**config.mk**
```make
export PLATFORM = sky130hd
export DESIGN_NAME = uart_rx
export DESIGN_NICKNAME = d
export VERILOG_FILES = /design/src/rtl/uart_pkg.sv /design/src/rtl/rx_fifo.sv /design/src/rtl/uart_rx.sv
export SDC_FILE = /design/constraint.sdc
export NUM_CORES = 1
export LEC_CHECK = 0
export BUFFER_PORTS_ARGS = -buffer_cell sky130_fd_sc_hd__buf_2
export CORE_MARGIN = 8
export CORE_UTILIZATION = 45
export CTS_CLUSTER_SIZE = 20
export DETAILED_ROUTE_END_ITERATION = 10
export PLACE_DENSITY = 0.73
export SLEW_MARGIN = 15
export SYNTH_ARGS = -nofsm -noshare
export SYNTH_HDL_FRONTEND = slang
export SYNTH_SLANG_ARGS = --single-unit
```
**constraint.sdc**
```tcl
create_clock -name clk -period 2 [get_ports clk]
set_input_delay 0.3 -clock clk [delete_from_list [all_inputs] [get_ports clk]]
set_output_delay 0.3 -clock clk [all_outputs]
set_load 0.05 [all_outputs]
```
**src/rtl/uart_pkg.sv**
```systemverilog
// uart_pkg: receiver FSM states and bit-timing helpers shared by the UART receive path.
`timescale 1ns/1ps
package uart_pkg;
    typedef enum logic [1:0] {IDLE, START, DATA, STOP} state_e;
    function automatic int clks_per_bit(input int clk_hz, input int baud);
        return clk_hz / baud;
    endfunction
    function automatic int half_bit(input int clk_hz, input int baud);
        return clks_per_bit(clk_hz, baud) / 2;
    endfunction
endpackage

```
**src/rtl/rx_fifo.sv**
```systemverilog
// rx_fifo: show-ahead byte FIFO; a pop frees a slot for a push in the same cycle.
`timescale 1ns/1ps
module rx_fifo #(
    parameter int DEPTH = 4
) (
    input  logic       clk,
    input  logic       reset,
    input  logic       push_i,
    input  logic [7:0] data_i,
    input  logic       pop_i,
    output logic [7:0] data_o,
    output logic       full_o,
    output logic       empty_o,
    output logic       drop_o
);
    localparam int AW = $clog2(DEPTH);
    logic [7:0]    mem_q [DEPTH];
    logic [AW-1:0] rd_q, wr_q;
    logic [AW:0]   cnt_q;
    logic          do_push, do_pop;
    always_comb begin
        empty_o = cnt_q == '0;
        full_o  = cnt_q == (AW+1)'(DEPTH);
        do_pop  = pop_i && !empty_o;
        do_push = push_i && (!full_o || do_pop);
        drop_o  = push_i && full_o && !pop_i;
        data_o  = empty_o ? 8'h00 : mem_q[rd_q];
    end
    always_ff @(posedge clk) begin
        if (reset) begin
            rd_q  <= '0;
            wr_q  <= '0;
            cnt_q <= '0;
        end else begin
            if (do_push) wr_q <= wr_q + 1'b1;
            if (do_pop) rd_q <= rd_q + 1'b1;
            cnt_q <= cnt_q + {{AW{1'b0}}, do_push} - {{AW{1'b0}}, do_pop};
        end
    end
    always_ff @(posedge clk) begin
        if (do_push) mem_q[wr_q] <= data_i;
    end
endmodule

```
**src/rtl/uart_rx.sv**
```systemverilog
// uart_rx: 8N1 serial receiver with 2-flop input synchronizer, mid-bit sampling FSM
// and a show-ahead receive FIFO.
`timescale 1ns/1ps
module uart_rx
    import uart_pkg::*;
#(
    parameter int CLK_FREQ_HZ = 25000000,
    parameter int BAUD_RATE   = 115200,
    parameter int FIFO_DEPTH  = 4
) (
    input  logic       clk,
    input  logic       reset,
    input  logic       rxd,
    output logic [7:0] rx_data,
    output logic       rx_valid,
    input  logic       rx_ready,
    output logic       frame_err,
    output logic       overrun,
    output logic       busy
);
    localparam int CLKS_PER_BIT = clks_per_bit(CLK_FREQ_HZ, BAUD_RATE);
    localparam int HALF_BIT     = half_bit(CLK_FREQ_HZ, BAUD_RATE);
    localparam int CW           = $clog2(CLKS_PER_BIT + 1);
    localparam logic [CW-1:0] BIT_END  = CW'(CLKS_PER_BIT - 1);
    localparam logic [CW-1:0] HALF_END = CW'(HALF_BIT - 1);
    state_e        state_q, state_d;
    logic [CW-1:0] cnt_q, cnt_d;
    logic [2:0]    bit_q, bit_d;
    logic [7:0]    shift_q, shift_d;
    logic          rxd_meta_q, rxd_sync_q, rxd_prev_q;
    logic          frame_err_q, overrun_q;
    logic          fall, push, ferr, empty, full, drop;
    // Edge detect on the synchronized line; a low line after a framing error needs a high first.
    assign fall = rxd_prev_q && !rxd_sync_q;
    always_comb begin
        state_d = state_q;
        cnt_d   = cnt_q + CW'(1);
        bit_d   = bit_q;
        shift_d = shift_q;
        push    = 1'b0;
        ferr    = 1'b0;
        unique case (state_q)
            IDLE: begin
                cnt_d   = '0;
                bit_d   = '0;
                state_d = fall ? START : IDLE;
            end
            START: if (cnt_q == HALF_END) begin
                cnt_d   = '0;
                state_d = rxd_sync_q ? IDLE : DATA;
            end
            DATA: if (cnt_q == BIT_END) begin
                cnt_d   = '0;
                shift_d = {rxd_sync_q, shift_q[7:1]};
                bit_d   = bit_q + 3'd1;
                state_d = bit_q == 3'd7 ? STOP : DATA;
            end
            STOP: if (cnt_q == BIT_END) begin
                cnt_d   = '0;
                push    = rxd_sync_q;
                ferr    = !rxd_sync_q;
                state_d = IDLE;
            end
            default: state_d = IDLE;
        endcase
    end
    always_ff @(posedge clk) begin
        if (reset) begin
            state_q     <= IDLE;
            cnt_q       <= '0;
            bit_q       <= '0;
            shift_q     <= '0;
            rxd_meta_q  <= 1'b1;
            rxd_sync_q  <= 1'b1;
            rxd_prev_q  <= 1'b1;
            frame_err_q <= 1'b0;
            overrun_q   <= 1'b0;
        end else begin
            state_q     <= state_d;
            cnt_q       <= cnt_d;
            bit_q       <= bit_d;
            shift_q     <= shift_d;
            rxd_meta_q  <= rxd;
            rxd_sync_q  <= rxd_meta_q;
            rxd_prev_q  <= rxd_sync_q;
            frame_err_q <= ferr;
            overrun_q   <= drop;
        end
    end
    rx_fifo #(.DEPTH(FIFO_DEPTH)) u_fifo (
        .clk    (clk),
        .reset  (reset),
        .push_i (push),
        .data_i (shift_q),
        .pop_i  (rx_ready),
        .data_o (rx_data),
        .full_o (full),
        .empty_o(empty),
        .drop_o (drop)
    );
    assign rx_valid  = !empty;
    assign frame_err = frame_err_q;
    assign overrun   = overrun_q;
    assign busy      = state_q != IDLE;
endmodule

```
Yosys cells after proc, flatten, opt, wreduce, memory -nomap -nowiden
Memories as Yosys holds them, arrays and structs flattened. A register that Yosys moved wholly into a read port is not among the register bits.
Cells that the tools add are included.

word-level totals
  bits in registers = 33
  bits in latches = 0
  memory bits (writable) = 32
  memory bits (read-only) = 0
  input port bits = 4
  output and inout bits = 12
  memories = 1

cells by class
  add/sub/neg operators = 6
  multiply operators = 0
  divide/modulo/power cells = 0
  $lt $le $gt $ge = 0
  equal/unequal tests = 10
  shifts and indexed selects = 0
  muxes and demuxes = 19
  bitwise gates (word level) = 2
  reductions and logical operators = 19

memory list
  memory        words  width  read ports  clocked after memory_dff  write ports  line           RTL
  u_fifo.mem_q  4      8      1           1                         1            rx_fifo.sv:17  logic [7:0] mem_q [DEPTH];

operator list
  cell                 count
  $mux 8               3
  $pmux 8 s3           1
  $mux 2               6
  $add 8x1->8 const B  1
  $eq 8x7->1 const B   1
  $eq 8x8->1 const B   1
  $pmux 2 s4           1
  $eq 3x3->1 const B   2
  $mux 1               6
  $ne 2x2->1 const B   3
  $pmux 3 s2           1
  $logic_and 1x1->1    5
  $add 2x1->2 const B  2
  $eq 2x2->1 const B   2
  $logic_not 1->1      4
  $reduce_and 2->1     2
  $reduce_bool 2->1    2
  $add 3x1->3          1
  $add 3x1->3 const B  1
  $logic_not 3->1      1
  $mux 3               1
  $reduce_and 3->1     1
  $reduce_or 3->1      1
  $sub 3x1->3          1
  other kinds (5)      6

Logic depth before layout (Yosys ltp)
  depth after elaboration = 7
  gate-level depth with buffers = 10

Hierarchy
From an unflattened synthesis, not the netlist that was laid out.

unflattened totals
  cells, all modules = 233
  area total of the unflattened synthesis = 2,952.8 µm²

by module, submodules not included
  module   instances  cells each  area an instance (µm²)  sequential area each (µm²)
  rx_fifo  1          100         1,694.1                 1,141.1
  uart_rx  1          133         1,258.7                 520.5

Worst setup path before layout
Ideal clock, no wire load.

  path type = register to register
  from = register cnt_q[0]
  to = register u_fifo.cnt_q[2]
  arrival = 2.129 ns
  required time = 1.922 ns
  slack = -0.207 ns
  cell stages (with the launch flop) = 11
  path buffers = 0
  cell sequence = dfxtp_1 -> inv_1 -> ha_1 -> nand4b_4 -> nor4_4 -> ha_1 -> inv_1 -> fa_1 -> xor2_1 -> and2_1 -> nor3_1

between the ends
  longest elaborated chain between the ends = 6

RTL lines
  what                      line           RTL
  start, declared           uart_rx.sv:27  logic [CW-1:0] cnt_q, cnt_d;
  start signal, assigned    uart_rx.sv:80  cnt_q <= cnt_d;
  $eq 8x8->1                uart_rx.sv:58  STOP: if (cnt_q == BIT_END) begin
  $mux 1                    uart_rx.sv:58
  $mux 1                    uart_rx.sv:42  unique case (state_q)
  $logic_and 1x1->1         rx_fifo.sv:25  do_push = push_i && (!full_o || do_pop);
  named net u_fifo.do_push  rx_fifo.sv:20  logic do_push, do_pop;
  $add 3x1->3               rx_fifo.sv:37  cnt_q <= cnt_q + {{AW{1'b0}}, do_push} - {{AW{1'b0}}, do_pop};
  $sub 3x1->3               rx_fifo.sv:37
  end signal, assigned      rx_fifo.sv:37
  end, declared             rx_fifo.sv:19  logic [AW:0] cnt_q;

The timed path passes the listed nets, and every way through them passes these cells.
A chain may end at the register's enable or synchronous reset.

Worst setup path in the final report
  from = register u_fifo.cnt_q[2]
  to = register u_fifo.cnt_q[2]

between the ends
  longest elaborated chain between the ends = 7
  elaborated cells between the ends (all ways) = 9

RTL lines
  what                      line           RTL
  $logic_not 3->1           rx_fifo.sv:22  empty_o = cnt_q == '0;
  $logic_not 1->1           rx_fifo.sv:24  do_pop = pop_i && !empty_o;
  $logic_and 1x1->1         rx_fifo.sv:24
  $logic_or 1x1->1 (*)      rx_fifo.sv:25
  $logic_and 1x1->1 (*)     rx_fifo.sv:25
  named net u_fifo.do_push  rx_fifo.sv:20
  $add 3x1->3 (*)           rx_fifo.sv:37
  $sub 3x1->3 (*)           rx_fifo.sv:37

Mark *: on every way through the listed nets, which the timed path passes. The rest lies on a longest branch.

==> results.yml <==
outcome:
  status: "finished with violations"
  violations: "setup timing"
detailed_routing:
  totalWireLength_mm: 4.93
  num_vias: 1774
  drtIter0Drc: 95
  ant_nets: 0
  first_pass_iters: 4
  drc: 0
  via_per_inst: 5.14
  wire_per_inst_um: 14.3
synthesis:
  yosys_warnings: 0
  synth-edff-count: 32
  synth_area_mm2: 0.00288
  synth.distinct_cells: 43
  yosysSeqAreaShare_pct: 57.7
  synth_nets: 232
  synth_top_area_share_pct: 33.3
  synth.area.top_cells: "edfxtp_1, dfxtp_1, mux4_2"
  synth.avg_cell_area_um2: 13.3
  synthArstFlopShare_pct: 0
  synth_top_area_cell: "edfxtp_1"
  ys.flop_type: "dfxtp_1"
  synth_cells: 217
  ys_ff_latch: 67
job:
  maxCapViolCount: 0
grt:
  overflow: 0
  grt_use_total_pct: 12.0
  antenna_found_initial: 0
  grt_pass1_wl_mm: 8.39
  first_global_vias: 1783
  grt_max_degree: 40
setup_path:
  crit_family: "simple AND/OR/NAND/NOR gates"
  critPathLaunchType: "flop"
  max_stage_delay_ns: 0.35
  worst_ep_required_time_ns: 2.27
  r2r_slack_ns: -0.04
  r2r_start: "u_fifo.cnt_q[2]$_SDFF_PP0_"
  cp.arrival_ns: 2.31
  rr_worst_depth: 9
  critPathBufInv: 2
  critPathSlowestCell: "fa_2"
  crit_type: "flop to flop"
  path_max_fanout: 4
  r2r_end: "u_fifo.cnt_q[2]$_SDFF_PP0_"
  critPathCaptureType: "flop"
  cp_cell_sequence: "nor4b_2, buf_4, nor4_4, ha_2, inv_1, fa_2, xor2_2, and2_1, nor3_1"
layout:
  layout.nets: 278
  layout_common_cells: "edfxtp_1, dfxtp_1, buf_4"
  mostFrequentLayoutCell: "edfxtp_1"
  finalInstanceArea_mm2: 0.00352
  final_core_util_pct: 56.1
  fill_cells: 515
  layout-drive-gt1-share_pct: 34.3
  antennaDiodeCount: 0
  area_growth_pct: 22.3
power_and_ir_drop:
  p_per_area_mw_per_mm2: 1010
  seqPwrFrac_pct: 43.3
  internal_power_mw: 2.44
  netSwitchingFraction_pct: 31.1
  leakage_nw: 1.36
  p_comb_share_pct: 24.1
  p_sw_mw: 1.10
  power_mw: 3.55
  clkPwrFrac_pct: 32.7
  ir_worst_vdd_mv: 0.646
min_path:
  min_path_cells: 2
  holdCritPathClass: "input port to flop"
  hold_path_end: "rxd_meta_q$_SDFF_PP1_"
  hp-start: "rxd"
timing:
  min_period_ns: 2.04
  rsz0062_at_grt: "true"
  max_freq_mhz: 489
  relSlewSlack_pct: 59.1
  setup_viol: 1
  finalHoldViolCount: 0
  period_share_pct: 102
  report.final.slew_viol_count: 0
  worst_pin_slew_ns: 0.614
  finClkSkew_ns: 0.00994
  fin_ws_ns: -0.0448
cts:
  cts_sinks: 67
  cts_made_buffers: 9
  holdBufCountCts: 0
  cts_htree_levels: 3
  cts-root-buf: "clkbuf_8"
  clock_latency_ns: 0.35
  cts_tree: "built"
  clkSlewWorstSetupHoldPaths_ns: 0.08
  clockBufferDepth: 2
place:
  dp_hpwl_mm: 3.34
  io_buffer_count: 15
  post-place-ws_ns: -0.0670
  dpl_cell_area_mm2: 0.00323
  gp_congestion: 0.827
floorplan:
  rows: 29
  die_y_um: 96.0
  die-area_mm2: 0.00922
  die_w_um: 96.0
  io_pins: 16
  initial_core_util_pct: 45.9
  coreArea_mm2: 0.00628
-- registers in the layout, summed over array words and instances, names as in the netlist, named ones only --
register and flops:
u_fifo.mem_q 32, overrun 1, shift_q 8, rxd_prev_q 1
cnt_q 8, rxd_sync_q 1, rxd_meta_q 1, u_fifo.rd_q 2
state_q 1, frame_err 1, u_fifo.cnt_q 3, bit_q 3
u_fifo.wr_q 2
-- worst reg2reg max path: cells and delay by family (launching register included) --
kind                       cells  cell delay [ns]
buffers and inverters          2             0.18
xor gates and xnor gates       1             0.16
DFF                            1             0.34
adders and majority gates      2             0.55
and+or+nand+nor                4             0.74
-- what timing repair did --
item / in CTS / in global routing
resized for setup: 7 / 19
endpoints found under the setup margin: 9 / 10
endpoints found under the hold margin: 0 / 0
setup buffers: 2 / 0
pin swaps: 2 / 0
-- logic make-up after synthesis --
family,Yosys count,share of synthesized area (%)
flops,67,57.7
buf+inv,23,3.43
compound gates,23,6.51
simple gates,69,15.8
fa+ha+maj,11,5.04
mux,18,9.77
xor+xnor,6,1.82
-- power by group through the flow --
stage	sequential, mW	combinational [mW]	clock (mW)
after global routing	1.54	0.942	1.24
after floorplan	1.55	0.554	0
final	1.53	0.853	1.16
after CTS	1.53	0.810	1.19
after detailed placement	1.55	0.780	0
after global placement	1.55	0.770	0
-- routing by layer --
| metal | vias to the layer above | GRT usage (%) | part of all wire, % |
|---|---|---|---|
| met5 | - | 0 | 0 |
| met4 | 0 | 7.68 | 2.6 |
| met3 | 12 | 2.89 | 4.3 |
| met2 | 30 | 19.4 | 49 |
| met1 | 848 | 14.1 | 44 |
| li1 | 884 | - | - |
-- metrics by stage --
step / TNS (ns) / std cells / hold WS, ns
final: -0.0448 / 345 / 0.131
after global routing: -0.175 / 345 / 0.127
after CTS: -0.0247 / 345 / 0.117
after detailed placement: -0.0670 / 327 / 0.396
after global placement: 0 / 327 / 0.395
after floorplan: -0.270 / 217 / 0.389
-- cell type report --
class / count / area [um2] / share of cell area (%)
Sequential cell: 67 / 1670 / 47.3
Tap cell: 77 / 96.3 / 2.73
Clock inverter: 7 / 81.3 / 2.31
Inverter: 15 / 56.3 / 1.60
Timing Repair Buffer: 43 / 337 / 9.55
Multi-Input combinational cell: 127 / 1160 / 33.0
Clock buffer: 9 / 124 / 3.51
-- cell usage after synthesis, types with 2 or more instances --
cell type  instances
o21ai_0            3
or2_2              5
or4_1              2
clkbuf_1           5
nand2_1            2
dfxtp_1           35
ha_1              10
nor2b_1           10
inv_1             15
and2_1             5
mux4_2             8
nand3_1            4
nand2b_1          14
or3_1              4
edfxtp_1          32
a21oi_1            2
xor2_1             5
o32ai_1            4
nor3_1             4
o31ai_1            2
mux2i_1            9
nor2_1            10
a211oi_1           5
a221oi_1           3
-- worst max-delay path by stage --
stage / startpoint / to / slack, ns / cells past startpoint
floorplan: cnt_q[0]$_SDFF_PP0_ / u_fifo.cnt_q[2]$_SDFF_PP0_ / -0.20 / 10
global placement: cnt_q[1]$_SDFF_PP0_ / u_fifo.cnt_q[2]$_SDFF_PP0_ / 0.002 / 10
detailed placement: cnt_q[1]$_SDFF_PP0_ / u_fifo.cnt_q[2]$_SDFF_PP0_ / -0.07 / 10
CTS: u_fifo.cnt_q[0]$_SDFF_PP0_ / u_fifo.cnt_q[2]$_SDFF_PP0_ / -0.02 / 10
global route: u_fifo.cnt_q[2]$_SDFF_PP0_ / u_fifo.cnt_q[2]$_SDFF_PP0_ / -0.17 / 9
finish: u_fifo.cnt_q[2]$_SDFF_PP0_ / u_fifo.cnt_q[2]$_SDFF_PP0_ / -0.04 / 9
(Power assumes the default switching activity.)
